<file path="src/rtl/tetris_grid_reader_pkg.sv">
// Shared definitions for the Tetris playfield reader: grid geometry used by the
// game-logic block and the frame FSM state encoding.
package tetris_grid_reader_pkg;

  localparam int GRID_ROWS = 20;
  localparam int GRID_COLS = 10;
  localparam int LINES_W   = 16;

  typedef enum logic [1:0] {
    ST_IDLE = 2'd0,
    ST_SEND = 2'd1,
    ST_DONE = 2'd2
  } state_e;

endpackage

</file>
<file path="src/rtl/tetris_grid_reader_if.sv">
// Row stream from the grid reader to the display driver or CPU bridge:
// valid/ready handshake carrying one playfield row and its index per transfer.
interface tetris_grid_reader_if
  import tetris_grid_reader_pkg::*;
#(
  parameter int COLS      = GRID_COLS,
  parameter int ROW_IDX_W = 5
);

  logic [COLS-1:0]      row_data;
  logic [ROW_IDX_W-1:0] row_idx;
  logic                 row_valid;
  logic                 row_ready;

  modport master (
    output row_data,
    output row_idx,
    output row_valid,
    input  row_ready
  );

  modport slave (
    input  row_data,
    input  row_idx,
    input  row_valid,
    output row_ready
  );

endinterface

</file>
<file path="src/rtl/tetris_grid_reader_edge_counter_sat.sv">
// Rising-edge detector on a level input feeding a saturating event counter;
// used for the cleared-row tally.
module tetris_grid_reader_edge_counter_sat
  import tetris_grid_reader_pkg::*;
#(
  parameter int CNT_W = LINES_W
) (
  input  logic             clk,
  input  logic             reset,
  input  logic             level,
  output logic [CNT_W-1:0] count
);

  logic level_p1;

  function automatic logic [CNT_W-1:0] sat_inc(input logic [CNT_W-1:0] v);
    return (&v) ? v : v + 1'b1;
  endfunction

  always_ff @(posedge clk) begin
    if (reset) begin
      level_p1 <= 1'b0;
      count    <= '0;
    end else begin
      level_p1 <= level;
      if (level && !level_p1) begin
        count <= sat_inc(count);
      end
    end
  end

endmodule

</file>
<file path="src/rtl/tetris_grid_reader.sv">
// Snapshot-and-stream reader for the flattened playfield. Define GRID_DIFF_EN to
// keep a previous-frame copy and skip rows that have not changed since it.
module tetris_grid_reader
  import tetris_grid_reader_pkg::*;
#(
  parameter int ROWS      = GRID_ROWS,
  parameter int COLS      = GRID_COLS,
  parameter int ROW_IDX_W = 5
) (
  input  logic                 clk,
  input  logic                 reset,
  input  logic [ROWS*COLS-1:0] grid_state,
  input  logic                 row_cleared,
  input  logic                 frame_start,
  tetris_grid_reader_if.master rows,
  output logic                 frame_done,
  output logic                 busy,
  output logic [LINES_W-1:0]   lines_cleared
);

  localparam logic [ROW_IDX_W-1:0] LAST_ROW = ROW_IDX_W'(ROWS - 1);

  state_e               state;
  logic [ROW_IDX_W-1:0] ptr;
  logic [ROW_IDX_W-1:0] ptr_nxt;
  logic [COLS-1:0]      snap [ROWS];
  logic [COLS-1:0]      cap_row;
  logic [COLS-1:0]      row_nxt;
  logic                 cap_send;
  logic                 nxt_send;
  logic                 advance;
  logic                 row_valid_q;
  logic [COLS-1:0]      row_data_q;
  logic [ROW_IDX_W-1:0] row_idx_q;

  assign cap_row = grid_state[COLS-1:0];
  assign ptr_nxt = (ptr == LAST_ROW) ? '0 : ptr + 1'b1;
  assign row_nxt = snap[ptr_nxt];
  // A cycle with row_valid low inside SEND is a skipped row and always moves on.
  assign advance = row_valid_q ? rows.row_ready : 1'b1;

`ifdef GRID_DIFF_EN
  logic [COLS-1:0] prev [ROWS];
  logic            prev_valid;

  function automatic logic row_changed(input logic [COLS-1:0] cur,
                                       input logic [COLS-1:0] old,
                                       input logic            old_ok);
    return !(old_ok && (cur == old));
  endfunction

  assign cap_send = row_changed(cap_row, prev[0], prev_valid);
  assign nxt_send = row_changed(row_nxt, prev[ptr_nxt], prev_valid);
`else
  assign cap_send = 1'b1;
  assign nxt_send = 1'b1;
`endif

  always_ff @(posedge clk) begin
    if (reset) begin
      state       <= ST_IDLE;
      ptr         <= '0;
      row_valid_q <= 1'b0;
      row_data_q  <= '0;
      row_idx_q   <= '0;
      frame_done  <= 1'b0;
      busy        <= 1'b0;
      for (int r = 0; r < ROWS; r++) begin
        snap[r] <= '0;
      end
`ifdef GRID_DIFF_EN
      for (int r = 0; r < ROWS; r++) begin
        prev[r] <= '0;
      end
      prev_valid <= 1'b0;
`endif
    end else begin
      frame_done <= 1'b0;
      case (state)
        ST_IDLE: begin
          if (frame_start) begin
            for (int r = 0; r < ROWS; r++) begin
              snap[r] <= grid_state[r*COLS +: COLS];
            end
            ptr         <= '0;
            row_valid_q <= cap_send;
            row_data_q  <= cap_row;
            row_idx_q   <= '0;
            busy        <= 1'b1;
            state       <= ST_SEND;
          end
        end
        ST_SEND: begin
          if (advance) begin
            if (ptr == LAST_ROW) begin
              row_valid_q <= 1'b0;
              frame_done  <= 1'b1;
              state       <= ST_DONE;
            end else begin
              ptr         <= ptr_nxt;
              row_valid_q <= nxt_send;
              row_data_q  <= row_nxt;
              row_idx_q   <= ptr_nxt;
            end
          end
        end
        ST_DONE: begin
          busy  <= 1'b0;
          state <= ST_IDLE;
`ifdef GRID_DIFF_EN
          for (int r = 0; r < ROWS; r++) begin
            prev[r] <= snap[r];
          end
          prev_valid <= 1'b1;
`endif
        end
        default: state <= ST_IDLE;
      endcase
    end
  end

  assign rows.row_valid = row_valid_q;
  assign rows.row_data  = row_data_q;
  assign rows.row_idx   = row_idx_q;

  tetris_grid_reader_edge_counter_sat #(
    .CNT_W(LINES_W)
  ) u_edge_counter_sat (
    .clk  (clk),
    .reset(reset),
    .level(row_cleared),
    .count(lines_cleared)
  );

endmodule
</file>
<file path="src/flat_wrapper.sv">
// flat-port wrapper written by rule: the top's interface ports become plain ports
module tetris_grid_reader_flat import tetris_grid_reader_pkg::*;
#(
  parameter int ROWS      = GRID_ROWS,
  parameter int COLS      = GRID_COLS,
  parameter int ROW_IDX_W = 5
)
  (clk, reset, grid_state, row_cleared, frame_start, frame_done, busy, lines_cleared, rows_row_data, rows_row_idx, rows_row_valid, rows_row_ready);
  tetris_grid_reader_if #(.COLS(COLS), .ROW_IDX_W(ROW_IDX_W)) rows_i ();
  input  logic clk;
  input  logic reset;
  input  logic [ROWS*COLS-1:0] grid_state;
  input  logic row_cleared;
  input  logic frame_start;
  output logic frame_done;
  output logic busy;
  output logic [LINES_W-1:0] lines_cleared;
  output wire logic [$bits(rows_i.row_data)-1:0] rows_row_data;
  output wire logic [$bits(rows_i.row_idx)-1:0] rows_row_idx;
  output wire logic [$bits(rows_i.row_valid)-1:0] rows_row_valid;
  input wire logic [$bits(rows_i.row_ready)-1:0] rows_row_ready;
  assign rows_row_data = rows_i.row_data;
  assign rows_row_idx = rows_i.row_idx;
  assign rows_row_valid = rows_i.row_valid;
  assign rows_i.row_ready = rows_row_ready;
  tetris_grid_reader #(.ROWS(ROWS), .COLS(COLS), .ROW_IDX_W(ROW_IDX_W)) u_core (.clk(clk), .reset(reset), .grid_state(grid_state), .row_cleared(row_cleared), .frame_start(frame_start), .rows(rows_i), .frame_done(frame_done), .busy(busy), .lines_cleared(lines_cleared));
endmodule
</file>
<file path="config.mk">
export PLATFORM = sky130hd
export DESIGN_NAME = tetris_grid_reader_flat
export DESIGN_NICKNAME = d
export VERILOG_FILES = /design/src/rtl/tetris_grid_reader_pkg.sv /design/src/rtl/tetris_grid_reader_if.sv /design/src/rtl/tetris_grid_reader_edge_counter_sat.sv /design/src/rtl/tetris_grid_reader.sv /design/src/flat_wrapper.sv
export SDC_FILE = /design/constraint.sdc
export NUM_CORES = 1
export LEC_CHECK = 0
export CAP_MARGIN = 30
export CORE_AREA = 2 2 167 169
export CTS_CLUSTER_DIAMETER = 100
export DETAILED_ROUTE_END_ITERATION = 16
export DIE_AREA = 0 0 169 171
export DONT_BUFFER_PORTS = 1
export PLACE_DENSITY_LB_ADDON = 0.1
export SYNTH_ARGS = -nofsm -noshare
export SYNTH_HDL_FRONTEND = slang
export SYNTH_SLANG_ARGS = --single-unit
</file>
<file path="constraint.sdc">
create_clock -name clk -period 8.2 [get_ports clk]
set_input_delay 0.82 -clock clk [delete_from_list [all_inputs] [get_ports clk]]
set_output_delay 0.82 -clock clk [all_outputs]
set_load 0.02 [all_outputs]
</file>
==> results of run 1 <==
-- registers in the layout, summed over array words and instances, names as in the netlist --
register and count:
u_core.busy 1, u_core.frame_done 1, u_core.rows.row_valid 1, u_core.u_edge_counter_sat.count 16, u_core.state 2, u_core.rows.row_data 10
u_core.u_edge_counter_sat.level_p1 1, u_core.snap 200, u_core.rows.row_idx 5
-- worst max path at each step --
| stage | end | cells after the start |
|---|---|---|
| finish | u_core.rows.row_data[8] | 5 |
| global route | u_core.rows.row_data[8] | 5 |
| CTS | u_core.rows.row_data[8] | 5 |
| detailed placement | u_core.rows.row_data[8] | 5 |
| global placement | u_core.rows.row_data[8] | 5 |
| floorplan | u_core.snap[0][0] | 3 |
-- cell families (layout without fill, tap and decap cells) --
| group | Yosys count | count (layout) | synth area share [%] |
|---|---|---|---|
| compound gates | 88 | 88 | 6.22 |
| mux | 51 | 51 | 10.6 |
| buf+inv | 53 | 60 | 2.28 |
| fa+ha+maj | 2 | 2 | 0.233 |
| simple gates | 317 | 317 | 17.2 |
| flops | 237 | 237 | 62.8 |
| xor+xnor | 8 | 8 | 0.653 |
-- metrics by stage --
stage               worst slack (ns)  total power, mW  instance area (µm²)  hold WS [ns]
floorplan                       1.57             1.61                10700         0.514
global placement                5.10             1.66                11000         0.553
detailed placement              5.08             1.67                11000         0.555
CTS                             5.06             2.77                11800         0.333
global route                    4.87             2.84                11900         0.333
finish                          5.13             2.74                11900         0.362
-- layout make-up --
class	instances	area share [%]
inverters	5	0.158
clock buffers	33	5.69
repair buffers	9	1.07
well taps	346	3.64
clock inverters	13	0.999
multi-input cells	466	31.7
flip-flops and latches	237	56.7
-- power by group --
part	internal [mW]	switching [mW]	total, mW
sequential	1.40	0.0426	1.44
clock	0.643	0.456	1.10
combinational	0.0913	0.113	0.204
-- worst register-to-register path: stages, from the launching register on --
cell,delay (ns)
dfxtp_1,0.65
ha_4,0.55
buf_4,0.58
mux4_1,0.65
a222oi_1,0.40
a31oi_1,0.12
-- synth_stat cells, types with 5 or more instances --
cell type and n:
a211oi_1 11, a21oi_1 16, a22oi_1 9, a41oi_1 9, and2_1 184, buf_2 10, buf_4 5, clkbuf_1 30
dfxtp_1 37, edfxtp_1 200, inv_1 5, mux4_2 49, nand2_1 29, nand2b_1 7, nand3_1 10, nor2_1 35
nor2b_1 25, o21ai_0 11, o221ai_1 10, or3_1 6, xor2_1 5
-- per-layer routing --
metal | global-route usage (%) | up-vias | share of wire, %
li1 | - | 2798 | -
met1 | 23.9 | 3000 | 43
met2 | 29.7 | 245 | 47
met3 | 5.20 | 43 | 7.8
met4 | 4.61 | 0 | 2.3
met5 | 0 | - | 0
==> impl_metrics.json, run 1 <==
{
  "end_kind": "flip-flop",
  "path_class": "flip-flop to flip-flop",
  "layout_min_cycle_time_ns": 3.07,
  "crit_arrival_ns": 3.47,
  "cts_root_buffer": "clkbuf_16",
  "grt_max_degree": 167,
  "gp_congestion": 0.861,
  "grt_pass1_wl_mm": 38.8,
  "cp_top_family": "flip-flops",
  "ys_seq_area_share_pct": 62.8,
  "path_clk_slew_ns": 0.06,
  "async_flop_share_pct": 0,
  "clkLatencyLatePin_ns": 0.53,
  "fin_skew_ns": 0.0142,
  "synth_cell_types": 57,
  "worstSetupStartpoint": "u_core.rows.row_idx[0]",
  "drtPass1Iterations": 4,
  "io_pins": 239,
  "finalSetupTns_ns": 0,
  "timing.slew.headroom_pct": 33.0,
  "critPathMaxFanout": 27,
  "timing.rr.end": "u_core.rows.row_data[8]",
  "ir_worst_vdd_mv": 0.187,
  "drive_gt1_share_pct": 13.8,
  "hold_path.startpoint": "reset",
  "worstPathRequired_ns": 8.60,
  "synth_top_area_share_pct": 55.9,
  "reg2regPathDepth": 5,
  "finalHoldViolations": 0,
  "tightest_slew_ns": 0.999,
  "grt_antenna_before_repair": 2,
  "start_kind": "flip-flop",
  "syn-cell-area_um2": 10700,
  "routed_wl_mm": 26.6,
  "total_leakage_power_nw": 4.19,
  "syn_inst": 756,
  "most-common-layout-cells": "200 x edfxtp_1, 184 x and2_1, 49 x mux4_2",
  "vias_per_cell": 5.49,
  "track_usage_pct": 18.1,
  "instances_no_fill": 1109,
  "setup_viol": 0,
  "clock_path_buffers": 3,
  "vias": 6086,
  "die_h_um": 171,
  "min_path_type": "primary input to flip-flop",
  "fillers": 2484,
  "crit_buf_inv": 1,
  "reg2reg_from": "u_core.rows.row_idx[0]",
  "first_global_vias": 6367,
  "cts_resized": 0,
  "drv_cap": 0,
  "dieArea_um2": 28900,
  "drtIter0Drc": 455,
  "cts_max_level": 1,
  "ys.flop_type": "edfxtp_1",
  "r2r_slack_ns": 5.13,
  "final_common_cell": "edfxtp_1",
  "slowest_stage": "dfxtp_1",
  "whs_path_depth": 1,
  "coreArea_um2": 27300,
  "grt-ovfl-total": 0,
  "portBuffers": 0,
  "multi_input_area_um2": 3780,
  "synth_area_per_cell_um2": 14.2,
  "dp.cells": 1061,
  "fin_util_pct": 43.5,
  "final_antenna_net_count": 0,
  "post_cts_buffers": 0,
  "hold_end": "u_core.rows.row_idx[2]",
  "cellPowerDensity_nw_per_um2": 231,
  "numCtsBuffers": 26,
  "synth_edf_count": 200,
  "routedWlPerCell_um": 24.0,
  "cts_hold_buf": 0,
  "status": "completed",
  "synth_fp_nets": 963,
  "worstPathCellList": "ha_4, buf_4, mux4_1, a222oi_1, a31oi_1",
  "cts_tree": "yes",
  "drc": 0,
  "start_util_pct": 39.3,
  "nNetsFinal": 952,
  "ys_top_cells_by_area": "edfxtp_1 56%, and2_1 11%, mux4_2 10%",
  "finalCritPeriodShare_pct": 37.5,
  "max_freq_mhz": 326,
  "dp_hpwl_mm": 18.6,
  "rsz0062_at_grt": "false",
  "max_stage_delay_ns": 0.65,
  "num_rows": 61,
  "yosysWarnings": 0,
  "die_x_um": 169,
  "areaGrowthSynthToFinish_pct": 10.8,
  "cts.sinks": 237,
  "antennaDiodeCount": 0,
  "slew_viol_final": 0,
  "seq_area_um2": 6750,
  "ys_seq_elements": 237,
  "synth_top_cell_by_area": "edfxtp_1"
}
Power figures use the tool's default switching activity.
==> inputs of run 2 (changes only) <==
==> constraint.sdc (replaced) <==
create_clock -name clk -period 2.69 [get_ports clk]
set_input_delay 0.269 -clock clk [delete_from_list [all_inputs] [get_ports clk]]
set_output_delay 0.269 -clock clk [all_outputs]
set_load 0.02 [all_outputs]
==> run 2 against run 1 <==
First-iteration DRC count up 22%. Design area is 19% higher. Non-clock buffer count rose by 213. Sequential share of layout area down 9.0 points. Count of clock-buffer cells in the layout unchanged. Die area unchanged. Critical path type unchanged. Highest routed layer unchanged.
==> impl_metrics.json, run 2 (synthesis gave the netlist of run 1 again) <==
{
  "status": "completed",
  "worstPathRequired_ns": 3.09,
  "worstSetupStartpoint": "u_core.rows.row_idx[0]",
  "drtIter0Drc": 556,
  "max_stage_delay_ns": 0.38,
  "end_kind": "flip-flop",
  "fin_util_pct": 51.8,
  "post-place-ws_ns": 0.386,
  "dp_hpwl_mm": 18.3,
  "io_pins": 239,
  "most-common-layout-cells": "201 x dlygate4sd3_1, 200 x edfxtp_1, 184 x and2_1",
  "grt_pass1_wl_mm": 41.8,
  "fin_skew_ns": 0.0205,
  "die_h_um": 171,
  "portBuffers": 0,
  "cellPowerDensity_nw_per_um2": 641,
  "finalHoldViolations": 0,
  "nNetsFinal": 1166,
  "numCtsBuffers": 27,
  "cts_hold_buf": 202,
  "gr-max-usage-layer": "met2",
  "drv_cap": 0,
  "cts.sinks": 237,
  "worstPathCellList": "ha_4, and4bb_4, nor2_4, buf_4, mux4_2, a22oi_1, a41oi_1",
  "ir_worst_vdd_mv": 0.377,
  "setup_viol": 0,
  "die_x_um": 169,
  "regMostFlops": "u_core.snap",
  "start_kind": "flip-flop",
  "cts_resized": 0,
  "routed_wl_mm": 28.2,
  "cts_max_level": 1,
  "final_antenna_net_count": 0,
  "clkLatencyLatePin_ns": 0.55,
  "crit_arrival_ns": 2.70,
  "clock_path_buffers": 3,
  "dpl_cell_area_um2": 11200,
  "start_util_pct": 39.3,
  "timing.slew.headroom_pct": 42.2,
  "grt_util_met1_pct": 25.4,
  "final_common_cell": "dlygate4sd3_1",
  "finalSetupTns_ns": 0,
  "hold_path.startpoint": "grid_state[194]",
  "track_usage_pct": 19.3,
  "vias": 6980,
  "antennaDiodeCount": 0,
  "max_freq_mhz": 435,
  "largest_register_ffs": 200,
  "drc": 0,
  "drtPass1Iterations": 5,
  "finalCritPeriodShare_pct": 85.4,
  "grtUsageMet3_pct": 4.37,
  "critPathMaxFanout": 27,
  "path_clk_slew_ns": 0.07,
  "total_leakage_power_nw": 5.16,
  "first_global_vias": 7088,
  "min_path_type": "primary input to flip-flop",
  "tightest_slew_ns": 0.867,
  "cts_tree": "yes",
  "post_cts_buffers": 0,
  "layout_min_cycle_time_ns": 2.30,
  "dieArea_um2": 28900,
  "grt_max_degree": 112,
  "rsz0062_at_grt": "false",
  "num_rows": 61,
  "gp_congestion": 0.857,
  "reg2reg_from": "u_core.rows.row_idx[0]",
  "timing.final.ws_setup_ns": 0.392,
  "coreArea_um2": 27300,
  "grt_use_met2_pct": 32.0,
  "grt_antenna_before_repair": 0,
  "drive_gt1_share_pct": 13.1,
  "hold_ws_ns": 0.0169,
  "stdcell_area_um2": 14100,
  "slowest_stage": "mux4_2",
  "slew_viol_final": 0,
  "grt-ovfl-total": 0,
  "path_class": "flip-flop to flip-flop",
  "cts_root_buffer": "clkbuf_16",
  "vias_per_cell": 5.26,
  "routedWlPerCell_um": 21.2,
  "areaGrowthSynthToFinish_pct": 31.7
}
run 2: cell types whose count changed in the layout (fill, tap and decap cells not counted), sizes merged:
cell,delta
dlygate4sd3,+201
buf,+12
bufinv,+1
inv,+3
clkinv,-1
clkinvlp,+1
run 2: per-layer routing:
| layer | routed length, µm | share of wire [%] |
|---|---|---|
| met3 | 1890 | 6.7 |
| met5 | 0 | 0 |
| met2 | 13500 | 48 |
| met1 | 12000 | 43 |
| met4 | 821 | 2.9 |
run 2: report_power, final:
part,switching (mW),internal [mW]
Combinational,0.409,0.480
Sequential,0.125,4.26
Clock,1.50,2.29
run 2: path summary, 6_finish.rpt:
check | to | slack (ns) | cells after the start
max | u_core.rows.row_data[5] | 0.39 | 7
min | u_core.snap[19][4] | 0.02 | 1
max reg2reg | u_core.rows.row_data[5] | 0.39 | 7
min reg2reg | u_core.state[0] | 0.54 | 1
run 2: through the flow:
stage / std cells / power, mW
finish: 1326 / 9.07
global route: 1326 / 9.38
CTS: 1326 / 9.18
detailed placement: 1074 / 5.11
global placement: 1074 / 5.09
floorplan: 756 / 4.89
run 2: critical path, delay by kind of cell (launching register included):
kind | cells | cell delay [ns]
compound gates | 2 | 0.49
mux | 1 | 0.38
buf+inv | 1 | 0.36
flops | 1 | 0.35
simple gates | 2 | 0.33
fa+ha+maj | 1 | 0.22
run 2: final cells by class:
type / count / area, µm²
clock buffers: 33 / 751
clock inverters: 17 / 183
fillers: 2274 / 13200
inverters: 5 / 18.8
multi-input cells: 466 / 3780
flip-flops and latches: 237 / 6750
well taps: 346 / 433
repair buffers: 222 / 2230
